File: src/rtl/gate_pwm_pkg.sv
// Shared types and constants for the buck gate PWM controller.
package gate_pwm_pkg;

  localparam int CNT_W_DEF = 16;

  typedef enum logic [1:0] {
    IDLE  = 2'd0,
    SOFT  = 2'd1,
    RUN   = 2'd2,
    FAULT = 2'd3
  } state_t;

  function automatic logic is_active(input state_t s);
    return (s == SOFT) || (s == RUN);
  endfunction

endpackage

File: src/rtl/pwm_counter.sv
// PWM period counter: counts 0..period_act-1, flags the terminal count and
// latches the clamped period at each wrap.
module pwm_counter
  import gate_pwm_pkg::*;
#(
  parameter int CNT_W = CNT_W_DEF
) (
  input  logic             clk,
  input  logic             rst_n,
  input  logic             run,
  input  logic [CNT_W-1:0] period,
  output logic [CNT_W-1:0] cnt,
  output logic [CNT_W-1:0] period_ld,
  output logic             tc
);

  localparam logic [CNT_W-1:0] MIN_PERIOD = CNT_W'(2);
  localparam logic [CNT_W-1:0] ONE        = CNT_W'(1);

  logic [CNT_W-1:0] period_act;

  // Periods below two would leave no room for both an on and an off count.
  assign period_ld = (period < MIN_PERIOD) ? MIN_PERIOD : period;
  assign tc        = (cnt == period_act - ONE);

  always_ff @(posedge clk or negedge rst_n) begin
    if (!rst_n) begin
      cnt        <= '0;
      period_act <= MIN_PERIOD;
    end else if (!run) begin
      cnt <= '0;
    end else if (tc) begin
      cnt        <= '0;
      period_act <= period_ld;
    end else begin
      cnt <= cnt + ONE;
    end
  end

endmodule

File: src/rtl/gate_pwm_ctrl.sv
// Buck gate PWM controller: soft-start / run / fault sequencing, duty shadow
// register with period-boundary update, and registered gate compare.
//
//   state | meaning
//   IDLE  | converter off, counter held at 0, gate low
//   SOFT  | duty ramps by SS_STEP per period up to the commanded duty
//   RUN   | gate on-time equals the active duty command
//   FAULT | tripped; gate low until en is dropped
module gate_pwm_ctrl
  import gate_pwm_pkg::*;
#(
  parameter int CNT_W   = CNT_W_DEF,
  parameter int SS_STEP = 16
) (
  input  logic             clk,
  input  logic             rst,
  input  logic             en,
  input  logic             fault,
  input  logic [CNT_W-1:0] period,
  input  logic [CNT_W-1:0] duty_cmd,
  input  logic             duty_valid,
  output logic             duty_ready,
  output logic             gate,
  output logic             cycle_start,
  output logic [1:0]       state_o
);

  logic [1:0]       rst_sync;
  logic             rst_n;
  state_t           state;
  state_t           state_nxt;
  logic [CNT_W-1:0] cnt;
  logic [CNT_W-1:0] period_ld;
  logic             tc;
  logic             run;
  logic             wrap;
  logic             xfer;
  logic [CNT_W-1:0] duty_act;
  logic [CNT_W-1:0] duty_ld;
  logic [CNT_W-1:0] shadow;
  logic             shadow_full;
  logic [CNT_W-1:0] limit;
  logic [CNT_W-1:0] limit_ld;
  logic [CNT_W:0]   limit_sum;
  logic [CNT_W-1:0] on_time;

  // Assert asynchronously, release two clk edges later.
  always_ff @(posedge clk or negedge rst) begin
    if (!rst) rst_sync <= 2'b00;
    else      rst_sync <= {rst_sync[0], 1'b1};
  end
  assign rst_n = rst_sync[1];

  // Counter only runs while both this and the next state drive the gate.
  assign run  = is_active(state) && is_active(state_nxt);
  assign wrap = run && tc;

  pwm_counter #(.CNT_W(CNT_W)) u_counter (
    .clk       (clk),
    .rst_n     (rst_n),
    .run       (run),
    .period    (period),
    .cnt       (cnt),
    .period_ld (period_ld),
    .tc        (tc)
  );

  assign duty_ready = !shadow_full;
  assign xfer       = duty_valid && !shadow_full;
  assign duty_ld    = !shadow_full ? duty_act :
                      (shadow > period_ld) ? period_ld : shadow;

  assign limit_sum = {1'b0, limit} + (CNT_W+1)'(SS_STEP);
  assign limit_ld  = limit_sum[CNT_W] ? '1 : limit_sum[CNT_W-1:0];
  assign on_time   = ((state == SOFT) && (limit < duty_act)) ? limit : duty_act;

  always_comb begin
    state_nxt = state;
    case (state)
      IDLE:    if (en && !fault) state_nxt = SOFT;
      SOFT: begin
        if (fault)                             state_nxt = FAULT;
        else if (!en)                          state_nxt = IDLE;
        else if (tc && (limit_ld >= duty_ld))  state_nxt = RUN;
      end
      RUN: begin
        if (fault)    state_nxt = FAULT;
        else if (!en) state_nxt = IDLE;
      end
      FAULT:   if (!en) state_nxt = IDLE;
      default: state_nxt = IDLE;
    endcase
  end

  always_ff @(posedge clk or negedge rst_n) begin
    if (!rst_n) begin
      state       <= IDLE;
      gate        <= 1'b0;
      cycle_start <= 1'b0;
      duty_act    <= '0;
      shadow      <= '0;
      shadow_full <= 1'b0;
      limit       <= '0;
    end else begin
      state       <= state_nxt;
      gate        <= run && (cnt < on_time);
      cycle_start <= run && (cnt == '0);
      if (wrap) duty_act <= duty_ld;
      // A transfer can only happen while empty, so it never collides with a drain.
      if (xfer) begin
        shadow      <= duty_cmd;
        shadow_full <= 1'b1;
      end else if (wrap) begin
        shadow_full <= 1'b0;
      end
      if (state != SOFT) limit <= '0;
      else if (wrap)     limit <= limit_ld;
    end
  end

  assign state_o = state;

endmodule

File: config.mk
export PLATFORM = sky130hd
export DESIGN_NAME = gate_pwm_ctrl
export DESIGN_NICKNAME = d
export VERILOG_FILES = /design/src/rtl/gate_pwm_pkg.sv /design/src/rtl/pwm_counter.sv /design/src/rtl/gate_pwm_ctrl.sv
export SDC_FILE = /design/constraint.sdc
export NUM_CORES = 1
export LEC_CHECK = 0
export CAP_MARGIN = 25
export CELL_PAD_IN_SITES_DETAIL_PLACEMENT = 1
export CELL_PAD_IN_SITES_GLOBAL_PLACEMENT = 1
export CORE_AREA = 2 2 129 131
export CTS_CLUSTER_DIAMETER = 60
export DETAILED_ROUTE_END_ITERATION = 8
export DIE_AREA = 0 0 131 133
export PLACE_DENSITY_LB_ADDON = 0.1
export SLEW_MARGIN = 5
export SYNTH_ARGS = -nofsm -noshare
export SYNTH_HDL_FRONTEND = slang
export SYNTH_SLANG_ARGS = --single-unit
File: constraint.sdc
create_clock -name clk -period 2.9 [get_ports clk]
set_clock_uncertainty 0.2 [all_clocks]
set_input_delay 0.29 -clock clk [delete_from_list [all_inputs] [get_ports clk]]
set_output_delay 0.29 -clock clk [all_outputs]
set_load 0.005 [all_outputs]
==> impl_metrics.ini <==
[run_status]
outcome = complete, but fails checks
violations = setup timing

[worst_setup_path]
crit_fanout = 8
end_kind = flop
worstPathArrival_ps = 6060
cp-start-kind = input port
crit_type = input port to flop
r2r_cells = 21
critPathRequiredTime_ps = 2950

[synth]
syn_inst = 722
synth-xor-area-share_pct = 4.95
async_flop_share_pct = 100
synth_mux_area_share_pct = 12.8
yosysWarnings = 0
synthFlopType = dfrtp_1
syn_nets = 829
synth_cell_types = 63
syn_area_um2 = 6730
synth_edf_count = 0
post_synth.cell_area_avg_um2 = 9.32
synth-adder-area-share_pct = 13.0
yosys.area_share.simple_pct = 16.6
synth_compound_area_share_pct = 15.8
synth_top_family_by_area = simple AND/OR/NAND/NOR gates
yosysSeqAreaShare_pct = 32.4
ys_ff_latch = 87

[sta]
setup_viol = 69
finalSetupTns_ps = -158560
rsz0062_at_grt = yes
hold_violations = 0
final.min_clock_period_ps = 6010
drv_slew = 0
worst_pin_slew_ps = 750
whs_ps = 157
fin_crit_sh_pct = 207
setup_ws_ps = -3110
fmaxAchievable_mhz = 166
slew_headroom_pct = 50.0

[global_routing]
gr-total-overflow = 0
grt_pass1_wl_mm = 49.1
antenna_found_initial = 2
grt_max_degree = 47
track_usage_pct = 38.0
grt_pass1_vias = 8517

[finish]
area_growth_pct = 56.5
drive_gt1_share_pct = 45.3
final_area_um2 = 10500
num-fill-cells = 1768
fin_nets = 1143
layoutNonFillerInstCount = 1262

[pwr]
power_density_nw_per_um2 = 593
ir_worst_vdd_v = 0.000481
p_total_mw = 6.24
leakage_nw = 5.16

[routing]
routedWlPerCell_um = 30.6
drt-total-wl_mm = 38.6
viasPerCell = 6.49
ant_nets = 0
route.detailed.drc = 0
drt-initial-drc-count = 570
dr.pass1.iters = 5
vias = 8189

[clock_tree]
clkSinkCount = 87
htreeDepth = 3
clk_pin_slew_ps = 70
tritoncts = yes
clkLatencyLatePin_ps = 380
cts_max_path_buffers = 2
cts_root_buffer = clkbuf_16
cts_buffers = 9

[floorplan]
core_area_um2 = 16200
io_pins = 42
fp-row-count = 47
die_x_um = 131
die-area_um2 = 17400
die_h_um = 133
initial_utilization_pct = 41.6

[place]
place_congestion = 0.904
dp_cells = 1167
numPortBuffers = 41
place_area_um2 = 9000
dp_hpwl_mm = 19.5

[worst_hold_path]
min_path_type = flop to flop
hold_depth = 0

[flow_run]
cap_viol_max_count = 0
[routing by layer]
layer,up-vias,wire [um],global-route usage [%]
met5,-,13,0
met4,2,3810,24.6
met3,294,3110,7.56
met2,595,18500,65.4
met1,4031,13200,41.9
li1,3267,-,-
[worst max-delay path, stage by stage]
cell       delay (ps)
buf_8             110
nor4_4            340
nand4_1           210
nand2b_1          190
inv_2             100
ha_4              200
a21o_1            220
a21oi_2           170
nor2b_2            70
o311ai_2          300
a21oi_2           110
o31a_1            370
buf_6             180
mux2_4            320
mux2i_2           190
ha_1              240
a21oi_1           130
o21ai_2            90
a41o_1            290
a41oi_4           170
or4_4             490
a2111oi_4         430
buf_4             200
nand3_4           130
buf_12            180
mux2_4            300
[what timing repair did]
action                                 4_1_cts  5_1_grt
gates resized for setup                    139       98
hold buffers                                 1        0
setup endpoints to repair                   69       69
pin swaps                                   36       26
buffers inserted                            66       15
gates cloned                                 2        0
endpoints found under the hold margin        2        0
[cell usage after synthesis (4+ instances only)]
master	n	area, um2
nor2b_1	8	50.1
nand2_1	35	131
nor3b_1	7	52.6
dfrtp_1	86	2150
o21a_1	7	52.6
a21oi_1	31	155
xnor2_1	20	175
nand4_1	10	62.6
inv_1	50	188
nand4b_1	4	35.0
a211oi_1	9	67.6
nor2_1	42	158
nand3_1	23	115
nor4_1	13	81.3
ha_1	70	876
mux2_2	49	552
and2_1	6	37.5
clkbuf_1	21	78.8
nand2b_1	15	93.8
and3_1	15	93.8
a21o_1	15	113
xor2_1	18	158
o21ai_0	62	310
or4_1	4	30.0
or3_1	4	25.0
nor3_1	8	40.0
mux2i_1	31	310
[power by group]
group          internal [mW]  switching [mW]  total [mW]
Combinational           1.60            1.96        3.56
Clock                  0.589           0.625        1.21
Sequential              1.33           0.142        1.47
[placed cells by master, fill, tap and decap left out, drive strengths merged, types with 4 or more instances in the layout]
cell type | Yosys | routed
nand3 | 24 | 24
mux2i | 31 | 31
or3 | 4 | 4
ha | 70 | 70
and2 | 6 | 6
mux2 | 49 | 49
nor2b | 8 | 8
nand4 | 10 | 10
o21ai | 62 | 62
nand2b | 15 | 15
and3 | 15 | 15
xor2 | 18 | 18
nor2 | 42 | 42
dfrtp | 86 | 86
a21o | 15 | 15
nor3 | 8 | 8
buf | 5 | 301
nand2 | 35 | 35
clkbuf | 21 | 11
inv | 50 | 51
nor3b | 7 | 7
a21oi | 31 | 31
xnor2 | 20 | 20
clkdlybuf4s50 | 0 | 26
nor4 | 13 | 13
or4 | 5 | 5
a211oi | 9 | 9
nand4b | 4 | 4
o21a | 7 | 7
[sequential cells by signal, indices dropped and copies added (netlist names)]
| name | count |
|---|---|
| duty_act | 16 |
| limit | 16 |
| shadow | 16 |
| u_counter.cnt | 16 |
| u_counter.period_act | 16 |
| rst_sync | 2 |
| state_o | 2 |
| cycle_start | 1 |
| gate | 1 |
| shadow_full | 1 |
[stage by stage]
| step | worst slack, ps | util (%) |
|---|---|---|
| final | -3110 | 65.1 |
| after CTS | -2290 | 62.5 |
| after detailed placement | -3290 | 55.7 |
| after floorplan | -2250 | - |
| after global placement | -3120 | 55.7 |
| after global routing | -3150 | 65.1 |
[logic make-up after synthesis]
family          after synthesis
simple gates                206
compound gates              164
flops                        87
mux                          80
buf+inv                      76
fa+ha+maj                    70
xor+xnor                     38
other cells                   1
[area by class of cell]
| class | count | area (um2) | area share, % |
|---|---|---|---|
| diodes | 1 | 2.50 | 0.0238 |
| clock buffers | 10 | 229 | 2.17 |
| clock inverters | 6 | 46.3 | 0.440 |
| inverters | 50 | 190 | 1.81 |
| multi-input cells | 559 | 4920 | 46.7 |
| flip-flops and latches | 87 | 2180 | 20.7 |
| well taps | 220 | 275 | 2.61 |
| repair buffers | 329 | 2690 | 25.5 |
[final timing paths]
kind | from | end | slack, ps
hold / removal | rst_sync[0] | rst_sync[1] | 160
max in group asynchronous | rst_sync[1] | duty_act[0] | 1490
hold reg to reg | rst_sync[0] | rst_sync[1] | 160
setup reg to reg | shadow[1] | duty_act[10] | -2860
min in group asynchronous | rst_sync[1] | shadow[14] | 190
setup / recovery | period[1] | duty_act[10] | -3110
Power figures use the tool's default switching activity.
